File: src/rtl/activation_pkg.sv
// Shared types and helpers for the CNN activation stage: mode encoding and
// a sign-bit population count used by the negative-sample statistics.
package activation_pkg;

  typedef enum logic [1:0] {
    ACT_BYPASS = 2'd0,
    ACT_RELU   = 2'd1,
    ACT_LEAKY  = 2'd2,
    ACT_CLAMP  = 2'd3
  } act_mode_e;

  // Widest pixel the sign counter supports; callers zero-fill unused bits.
  localparam int MAX_CHANNELS    = 64;
  localparam int NEG_COUNT_WIDTH = 7;

  function automatic logic [NEG_COUNT_WIDTH-1:0] count_neg(
    input logic [MAX_CHANNELS-1:0] sign_bits
  );
    logic [NEG_COUNT_WIDTH-1:0] n;
    n = '0;
    for (int i = 0; i < MAX_CHANNELS; i++) begin
      n += NEG_COUNT_WIDTH'(sign_bits[i]);
    end
    return n;
  endfunction

endpackage

File: src/rtl/activation_lane.sv
// Combinational single-channel activation: bypass, ReLU, leaky ReLU
// (arithmetic shift, floor rounding) or ReLU clamped to [0, clamp].
module activation_lane
  import activation_pkg::*;
#(
  parameter int DATA_WIDTH = 8,
  parameter int LEAK_SHIFT = 3
) (
  input  logic signed [DATA_WIDTH-1:0] x,
  input  act_mode_e                    mode,
  input  logic signed [DATA_WIDTH-1:0] clamp,
  output logic signed [DATA_WIDTH-1:0] y
);

  logic signed [DATA_WIDTH-1:0] ceiling;

  // NOTE: every always_comb output gets a default first so no path can infer a latch.
  always_comb begin
    y       = x;
    ceiling = clamp[DATA_WIDTH-1] ? '0 : clamp;
    unique case (mode)
      ACT_BYPASS: y = x;
      ACT_RELU:   y = x[DATA_WIDTH-1] ? '0 : x;
      ACT_LEAKY:  y = x[DATA_WIDTH-1] ? (x >>> LEAK_SHIFT) : x;
      ACT_CLAMP:  y = x[DATA_WIDTH-1] ? '0 : ((x > ceiling) ? ceiling : x);
      default:    y = x;
    endcase
  end

endmodule

File: src/rtl/activation_unit.sv
// Two-stage handshaked activation stage: S1 captures a beat and its config,
// S2 holds the activated result; also counts negative samples per frame.
module activation_unit
  import activation_pkg::*;
#(
  parameter int DATA_WIDTH  = 8,
  parameter int CHANNELS    = 9,
  parameter int LEAK_SHIFT  = 3,
  parameter int COUNT_WIDTH = 16
) (
  input  logic                           clk,
  input  logic                           reset_n,
  input  logic [CHANNELS*DATA_WIDTH-1:0] in_data,
  input  logic                           in_valid,
  input  logic                           in_last,
  output logic                           in_ready,
  input  logic [1:0]                     cfg_mode,
  input  logic [DATA_WIDTH-1:0]          cfg_clamp,
  output logic [CHANNELS*DATA_WIDTH-1:0] out_data,
  output logic                           out_valid,
  output logic                           out_last,
  input  logic                           out_ready,
  output logic [COUNT_WIDTH-1:0]         stat_neg_count,
  output logic                           stat_valid
);

  localparam int SUM_WIDTH = COUNT_WIDTH + 1;

  logic                           en;
  logic                           s1_valid;
  logic                           s1_last;
  logic [CHANNELS*DATA_WIDTH-1:0] s1_data;
  act_mode_e                      s1_mode;
  logic [DATA_WIDTH-1:0]          s1_clamp;
  logic [CHANNELS*DATA_WIDTH-1:0] lane_out;

  logic [MAX_CHANNELS-1:0]        s1_signs;
  logic [NEG_COUNT_WIDTH-1:0]     beat_neg;
  logic [COUNT_WIDTH-1:0]         run_count;
  logic [SUM_WIDTH-1:0]           sum_wide;
  logic [COUNT_WIDTH-1:0]         sum_sat;

  // The whole pipeline advances together; a stalled output freezes S1 too.
  assign en       = !out_valid || out_ready;
  assign in_ready = en;

  for (genvar i = 0; i < CHANNELS; i++) begin : g_lane
    activation_lane #(
      .DATA_WIDTH(DATA_WIDTH),
      .LEAK_SHIFT(LEAK_SHIFT)
    ) u_lane (
      .x    (s1_data[i*DATA_WIDTH +: DATA_WIDTH]),
      .mode (s1_mode),
      .clamp(s1_clamp),
      .y    (lane_out[i*DATA_WIDTH +: DATA_WIDTH])
    );
  end

  // NOTE: sequential state uses non-blocking assignments so every register samples pre-edge values.
  always_ff @(posedge clk) begin
    if (!reset_n) begin
      // NOTE: data registers are reset too, since out_data must read 0 after reset.
      s1_valid  <= 1'b0;
      s1_last   <= 1'b0;
      s1_data   <= '0;
      s1_mode   <= ACT_BYPASS;
      s1_clamp  <= '0;
      out_valid <= 1'b0;
      out_last  <= 1'b0;
      out_data  <= '0;
    end else if (en) begin
      s1_valid  <= in_valid;
      out_valid <= s1_valid;
      if (in_valid) begin
        s1_data  <= in_data;
        s1_last  <= in_last;
        s1_mode  <= act_mode_e'(cfg_mode);
        s1_clamp <= cfg_clamp;
      end
      if (s1_valid) begin
        out_data <= lane_out;
        out_last <= s1_last;
      end
    end
  end

  always_comb begin
    s1_signs = '0;
    for (int i = 0; i < CHANNELS; i++) begin
      s1_signs[i] = s1_data[i*DATA_WIDTH + DATA_WIDTH - 1];
    end
  end

  assign beat_neg = count_neg(s1_signs);
  assign sum_wide = {1'b0, run_count} + SUM_WIDTH'(beat_neg);
  assign sum_sat  = sum_wide[COUNT_WIDTH] ? '1 : sum_wide[COUNT_WIDTH-1:0];

  // Counts beats as they leave S1, so stalled beats are counted exactly once.
  always_ff @(posedge clk) begin
    if (!reset_n) begin
      run_count      <= '0;
      stat_neg_count <= '0;
      stat_valid     <= 1'b0;
    end else begin
      stat_valid <= 1'b0;
      if (en && s1_valid) begin
        if (s1_last) begin
          stat_neg_count <= sum_sat;
          stat_valid     <= 1'b1;
          run_count      <= '0;
        end else begin
          run_count <= sum_sat;
        end
      end
    end
  end

endmodule
File: config.mk
export PLATFORM = sky130hd
export DESIGN_NAME = activation_unit
export DESIGN_NICKNAME = d
export VERILOG_FILES = /design/src/rtl/activation_pkg.sv /design/src/rtl/activation_lane.sv /design/src/rtl/activation_unit.sv
export SDC_FILE = /design/constraint.sdc
export NUM_CORES = 1
export LEC_CHECK = 0
export CORE_ASPECT_RATIO = 0.5
export CORE_MARGIN = 2
export CORE_UTILIZATION = 34
export CTS_BUF_LIST = sky130_fd_sc_hd__clkbuf_4 sky130_fd_sc_hd__clkbuf_8
export DETAILED_ROUTE_END_ITERATION = 7
export PLACE_DENSITY = 0.54
export SYNTH_ARGS = -nofsm -noshare
export SYNTH_HDL_FRONTEND = slang
export SYNTH_HIERARCHICAL = 1
export SYNTH_SLANG_ARGS = --single-unit
export TNS_END_PERCENT = 20
File: constraint.sdc
create_clock -name clk -period 4.4 [get_ports clk]
set_input_delay 0.88 -clock clk [delete_from_list [all_inputs] [get_ports clk]]
set_output_delay 0.88 -clock clk [all_outputs]
set_load 0.03 [all_outputs]
-- Word-level counts from Yosys, hierarchy flattened
Index checks and enable logic that the tools add are counted.
- add/sub/neg operators: 9
- magnitude comparators: 9
- equal/unequal tests: 3
- mux-type cells: 49
- reduce and logical (&&, ||, !) cells: 8
- operators with widths (operator ; count):
    $pmux 8 s4 ; 9
    $mux 8 ; 27
    $gt 8x8->1 ; 9
    $mux 7 ; 10
    $mux 16 ; 2
    $add 16x7->17 ; 1
    $add 7x1->7 ; 2
    $reduce_and 2->1 ; 4
    $add 6x1->7 ; 1
    $add 5x1->6 ; 1
    $add 4x1->5 ; 1
    $add 3x1->4 ; 1
    $eq 2x2->1 const B ; 2
    $add 2x1->3 ; 1
    $add 1x1->2 ; 1
    $eq 2x1->1 const B ; 1
    $logic_not 2->1 ; 1
    $logic_and 1x1->1 ; 1
    $logic_not 1->1 ; 1
    $logic_or 1x1->1 ; 1
    $mux 1 ; 1
- register bits: 191
- input bits: 87
- output and inout bits: 92
- logic and storage cells: 89

-- Depth between registers and ports, before layout
- depth after elaboration: 11
- depth in mapped cells: 13
- gate-level depth less buffers: 12

-- Cells and area by module
Netlist, hierarchy kept.
- modules (own cells, without submodules) (module ; times used ; cells each ; area each (um2) ; seq. area each (um2)):
    activation_unit ; 1 ; 907 ; 7689.9 ; 3823.7
    activation_lane ; 9 ; 97 ; 644.4 ; 0.0

-- Worst setup path after synthesis
OpenSTA, ideal clock, no wires.
- path type: reg2reg
- from: reg s1_data[47]
- to: reg run_count[10]
- setup time: 0.119 ns
- data arrival time: 3.649 ns
- data required time: 4.281 ns
- slack: 0.632 ns
- stages on the path, launching flop included: 14
- buffers on the path: 1
- clock period less this slack: 3.768 ns
- cell sequence: dfxtp_1 -> fa_1 -> inv_1 -> fa_1 -> fa_1 -> inv_1 -> ha_1 -> fa_1 -> a211oi_2 -> nor2_2 -> and3_1 -> buf_2 -> o21ai_0 -> nand2_1
- word-level cells in the longest chain between the ends: 7
- RTL lines (item ; RTL line ; RTL):
    from (decl) ; activation_unit.sv:32 ; logic [CHANNELS*DATA_WIDTH-1:0] s1_data;
    from (signal assigned) ; activation_unit.sv:75 ; s1_data <= in_data;
    $add 5x1->6 ; activation_pkg.sv:22 ; n += NEG_COUNT_WIDTH'(sign_bits[i]);
    $add 6x1->7 ; activation_pkg.sv:22 ;
    $add 7x1->7 (2 in a row) ; activation_pkg.sv:22 ;
    $add 16x7->17 ; activation_unit.sv:95 ; assign sum_wide = {1'b0, run_count} + SUM_WIDTH'(beat_neg);
    $mux 16 ; activation_unit.sv:96 ; assign sum_sat = sum_wide[COUNT_WIDTH] ? '1 : sum_wide[COUNT_WIDTH-1:0];
    $mux 16 ; activation_unit.sv:107 ; if (s1_last) begin
    to (signal assigned) ; activation_unit.sv:112 ; run_count <= sum_sat;
    to (decl) ; activation_unit.sv:39 ; logic [COUNT_WIDTH-1:0] run_count;
No other way between the ends.
A chain may end at the register's enable or synchronous reset.

-- Worst setup path in the final report
- from: reg s1_data[7]
- to: reg stat_neg_count[4]
- word-level cells in the longest chain between the ends: 10
- RTL lines (item ; RTL line ; RTL):
    $add 1x1->2 ; activation_pkg.sv:22 ;
    $add 2x1->3 ; activation_pkg.sv:22 ;
    $add 3x1->4 ; activation_pkg.sv:22 ;
    $add 4x1->5 ; activation_pkg.sv:22 ;
    $add 5x1->6 ; activation_pkg.sv:22 ;
    $add 6x1->7 ; activation_pkg.sv:22 ;
    $add 7x1->7 (2 in a row) ; activation_pkg.sv:22 ;
    $add 16x7->17 ; activation_unit.sv:95 ;
    $mux 16 ; activation_unit.sv:96 ;
    to (signal assigned) ; activation_unit.sv:108 ; stat_neg_count <= sum_sat;
    to (decl) ; activation_unit.sv:23 ; output logic [COUNT_WIDTH-1:0] stat_neg_count,
No other way between the ends.

==> results.txt <==
The flow ran to the end, and the final reports show no timing, DRC or antenna violations. For this run, asynchronously set or reset flops after synthesis account for 0. The max-slew violation count came out at 0. The number of buffers created by CTS came out at 17. The category of the most critical setup path is flip-flop to flip-flop. The maximum number of pins on one net before global-route repair is 113. The chip height is 145 um. The half-perimeter wire length after placement came out at 27.4 mm. The finished cells cover 0.0161 mm^2.

The wire length reported by the detailed router is 39.6 mm. The number of core rows came out at 51. The clock passes through at most 2 buffers.

The initial antenna violation count was 0. The via density per instance came out at 5.18. The area growth from synthesis to layout is 19.1%. Setup repair after global routing left no endpoint under its margin. The most used flip-flop cell after synthesis is sky130_fd_sc_hd__dfxtp_1. The internal power came out at 0.00275 W. The clock edge transition at the registers on the reported setup and hold paths came out at 130 ps.

The clock power share came out at 0.291. The clock tree from TritonCTS is yes. In the global route stage, overall resource usage came out at 0.191.

The die outline area came out at 0.0414 mm^2. The transition time at the pin with the least slew margin is 1090 ps. The fraction of layout instances using a drive strength above 1 came out at 0.0834. The combined area of all synthesized cells is 0.0135 mm^2. The post-synthesis area per instance came out at 7.58 um^2. The switching share of power is 0.375. By area the synthesized netlist is led by sky130_fd_sc_hd__dfxtp_1 28%, sky130_fd_sc_hd__nand2_1 12%, sky130_fd_sc_hd__a21boi_0 8.7%, sky130_fd_sc_hd__ha_1 6.4%, sky130_fd_sc_hd__a21oi_1 5.5%.

The area of the core is 0.0390 mm^2. After clock tree synthesis, the flow added hold-fix buffers numbering 0. The number of cells upsized or downsized after cts is 0. The switching power of the nets is 0.00165 W. Across the VDD grid, the largest voltage drop is 0.000133 V.

The count of vias placed by the detailed router is 12.6k. The count of clock tree sinks is 191. The worst setup path is launched from a flip-flop. The final clock period utilization by the worst path is 0.957. The count of flip-flops with a built-in enable after synthesis came out at 0. The critical path startpoint is s1_data[7]. The sequential cell area fraction in the yosys report came out at 0.283. The buffers inserted during post-CTS setup optimization came out at 0. The via count of the first global-routing pass came out at 11.7k.

The leakage power figure is 5.65 nW. The clock skew after layout came out at 22.6 ps. The total of warnings raised by yosys came out at 6.

The element type at the critical path end is a flip-flop. The initial utilization of the core area, before any placement, comes to 0.346. At the end of routability-driven placement, the weighted congestion stood at 0.844. The post-detailed-route DRC marker count came out at 0. The net count of the finished layout is 2044. The pre-CTS setup slack is 207 ps. The fmax came out at 237 MHz. The placed standard-cell area is 0.0156 mm^2. The number of failing setup endpoints in the final timing report is 0.

The path class of the tightest hold or removal check is flip-flop to flip-flop. The aggregate global routing overflow came out at 0. The origin of the worst min-delay path is out_data[40].

The final-report hold violation count came out at 0. The depth of the CTS H-tree came out at 4. Clock tree synthesis selected as its root buffer the cell sky130_fd_sc_hd__clkbuf_8.

The share of total power dissipated in sequential elements is 0.437. In this run the critical register-to-register path is launched from s1_data[7]. The violation count after the first detailed-routing iteration is 723. The number of nets still failing antenna checks after routing is 0. The synthesized design spends more area on one cell type than any other, namely sky130_fd_sc_hd__dfxtp_1.

The final critical path time including I/O delays and setup is 4210 ps. The number of nets in the synthesized netlist is 1942. The gate count after technology mapping came out at 1780. The total of flip-flops plus latches after synthesis came out at 191. Of the total power, combinational logic draws 0.272. The arrival time of data at the critical path endpoint came out at 4610 ps. The antenna diode count came out at 0.

The wire length of the first global-routing pass is 63.4 mm. 179 I/O pins were placed. The number of buffer cells added on primary ports came out at 178. The worst slew slack as a fraction of its limit is 0.275. The first TritonRoute pass finished after 4 iterations.

The unique cell type count in the Yosys netlist came out at 65. The total power divided by cell area is 274 mW/mm^2. The count of maximum capacitance violations is 0. The die is 286 um wide. For the worst-skew pair, the clock arrives at the later sink with an insertion delay of 530 ps. The final core utilization came out at 0.412. The slack of the critical path came out at 189 ps. The worst endpoint required time came out at 4800 ps. The critical-path maximum fanout came out at 9. For the final routed database, the setup TNS stands at 0 ps. The share of the synthesized area in the top cell type is 0.283.

The final routed wire length divided by cell count is 16.3 um.
-- critical path: stages, from the launching register on --
cell                       delay (ps)
sky130_fd_sc_hd__dfxtp_1          340
sky130_fd_sc_hd__fa_1             600
sky130_fd_sc_hd__inv_1             70
sky130_fd_sc_hd__fa_1             460
sky130_fd_sc_hd__fa_1             500
sky130_fd_sc_hd__inv_1             50
sky130_fd_sc_hd__ha_1             210
sky130_fd_sc_hd__fa_1             530
sky130_fd_sc_hd__a211oi_2         500
sky130_fd_sc_hd__nor3_2           150
sky130_fd_sc_hd__a31oi_2          560
sky130_fd_sc_hd__a21oi_1          130
-- final cells by class --
class	instances	area [um^2]
Fill cell	4051	22900
Multi-Input combinational cell	1430	8980
Sequential cell	191	3830
Timing Repair Buffer	198	1980
Tap cell	530	663
Clock buffer	17	234
Clock inverter	15	204
Inverter	44	165
-- power groups by stage --
stage	registers, W	logic [W]	clock network (W)
final	0.00192	0.00120	0.00128
after global routing	0.00194	0.00135	0.00140
after CTS	0.00192	0.00121	0.00132
after detailed placement	0.00196	0.00121	0
after global placement	0.00196	0.00120	0
after floorplan	0.00196	0.000885	0
-- kinds of logic (layout without fill, tap and decap cells) --
family	after synthesis	count (layout)	share of synthesized area
AND/OR/NAND/NOR	781	781	0.293
AO/OA/AOI/OAI	564	564	0.292
flip-flops	191	191	0.283
buffers and inverters	159	274	0.0520
adder cells (fa/ha/maj)	75	75	0.0729
XOR/XNOR	10	10	0.00649
-- per-stage QoR --
| stage | power, W | instances | hold slack [ps] |
|---|---|---|---|
| global route | 0.00468 | 2425 | 489 |
| finish | 0.00440 | 2425 | 471 |
| global placement | 0.00316 | 2393 | 451 |
| CTS | 0.00446 | 2425 | 473 |
| floorplan | 0.00284 | 1780 | 432 |
| detailed placement | 0.00317 | 2393 | 455 |
-- cell usage after synthesis, types with 43 or more instances --
library cell / instances
sky130_fd_sc_hd__nor2_1: 83
sky130_fd_sc_hd__inv_1: 43
sky130_fd_sc_hd__dfxtp_1: 191
sky130_fd_sc_hd__nand2_1: 417
sky130_fd_sc_hd__nor2b_1: 56
sky130_fd_sc_hd__nand2b_1: 90
sky130_fd_sc_hd__a211oi_2: 46
sky130_fd_sc_hd__ha_1: 69
sky130_fd_sc_hd__o21ai_0: 102
sky130_fd_sc_hd__clkbuf_1: 77
sky130_fd_sc_hd__a21oi_1: 149
sky130_fd_sc_hd__a21boi_0: 157
-- sequential cells by signal, summed over array words and instances, names as in the netlist --
| register | count |
|---|---|
| run_count | 16 |
| out_data | 72 |
| out_last | 1 |
| s1_mode | 2 |
| s1_last | 1 |
| s1_clamp | 8 |
| s1_data | 72 |
| stat_neg_count | 16 |
| out_valid | 1 |
| stat_valid | 1 |
| s1_valid | 1 |
-- per-layer routing --
layer,track usage,wire length (um),part of all wire,vias to the layer above
met4,0.0433,497,0.013,0
met2,0.335,19300,0.49,155
li1,-,-,-,6400
met1,0.250,18800,0.47,5980
met3,0.0293,1020,0.026,31
met5,0,0,0,-
-- cells in the final DEF, fill, tap and decap left out, types with 30 or more instances in the layout --
cell type,netlist,routed
sky130_fd_sc_hd__ha_1,69,69
sky130_fd_sc_hd__nor2_1,83,83
sky130_fd_sc_hd__dfxtp_1,191,188
sky130_fd_sc_hd__a21o_1,30,30
sky130_fd_sc_hd__nand2b_1,90,90
sky130_fd_sc_hd__a21oi_1,149,149
sky130_fd_sc_hd__a21boi_0,157,157
sky130_fd_sc_hd__a211oi_2,46,46
sky130_fd_sc_hd__o21ai_0,102,102
sky130_fd_sc_hd__clkdlybuf4s50_1,0,177
sky130_fd_sc_hd__nand2_1,417,415
sky130_fd_sc_hd__inv_1,43,43
sky130_fd_sc_hd__nand3_1,36,36
sky130_fd_sc_hd__nor2b_1,56,56
-- path summary, 6_finish.rpt --
check | slack (ps) | cells past startpoint | end
setup / recovery | 190 | 11 | stat_neg_count[4]
hold reg to reg | 470 | 2 | out_data[40]
setup reg to reg | 190 | 11 | stat_neg_count[4]
hold / removal | 470 | 2 | out_data[40]
(Power assumes the default switching activity.)
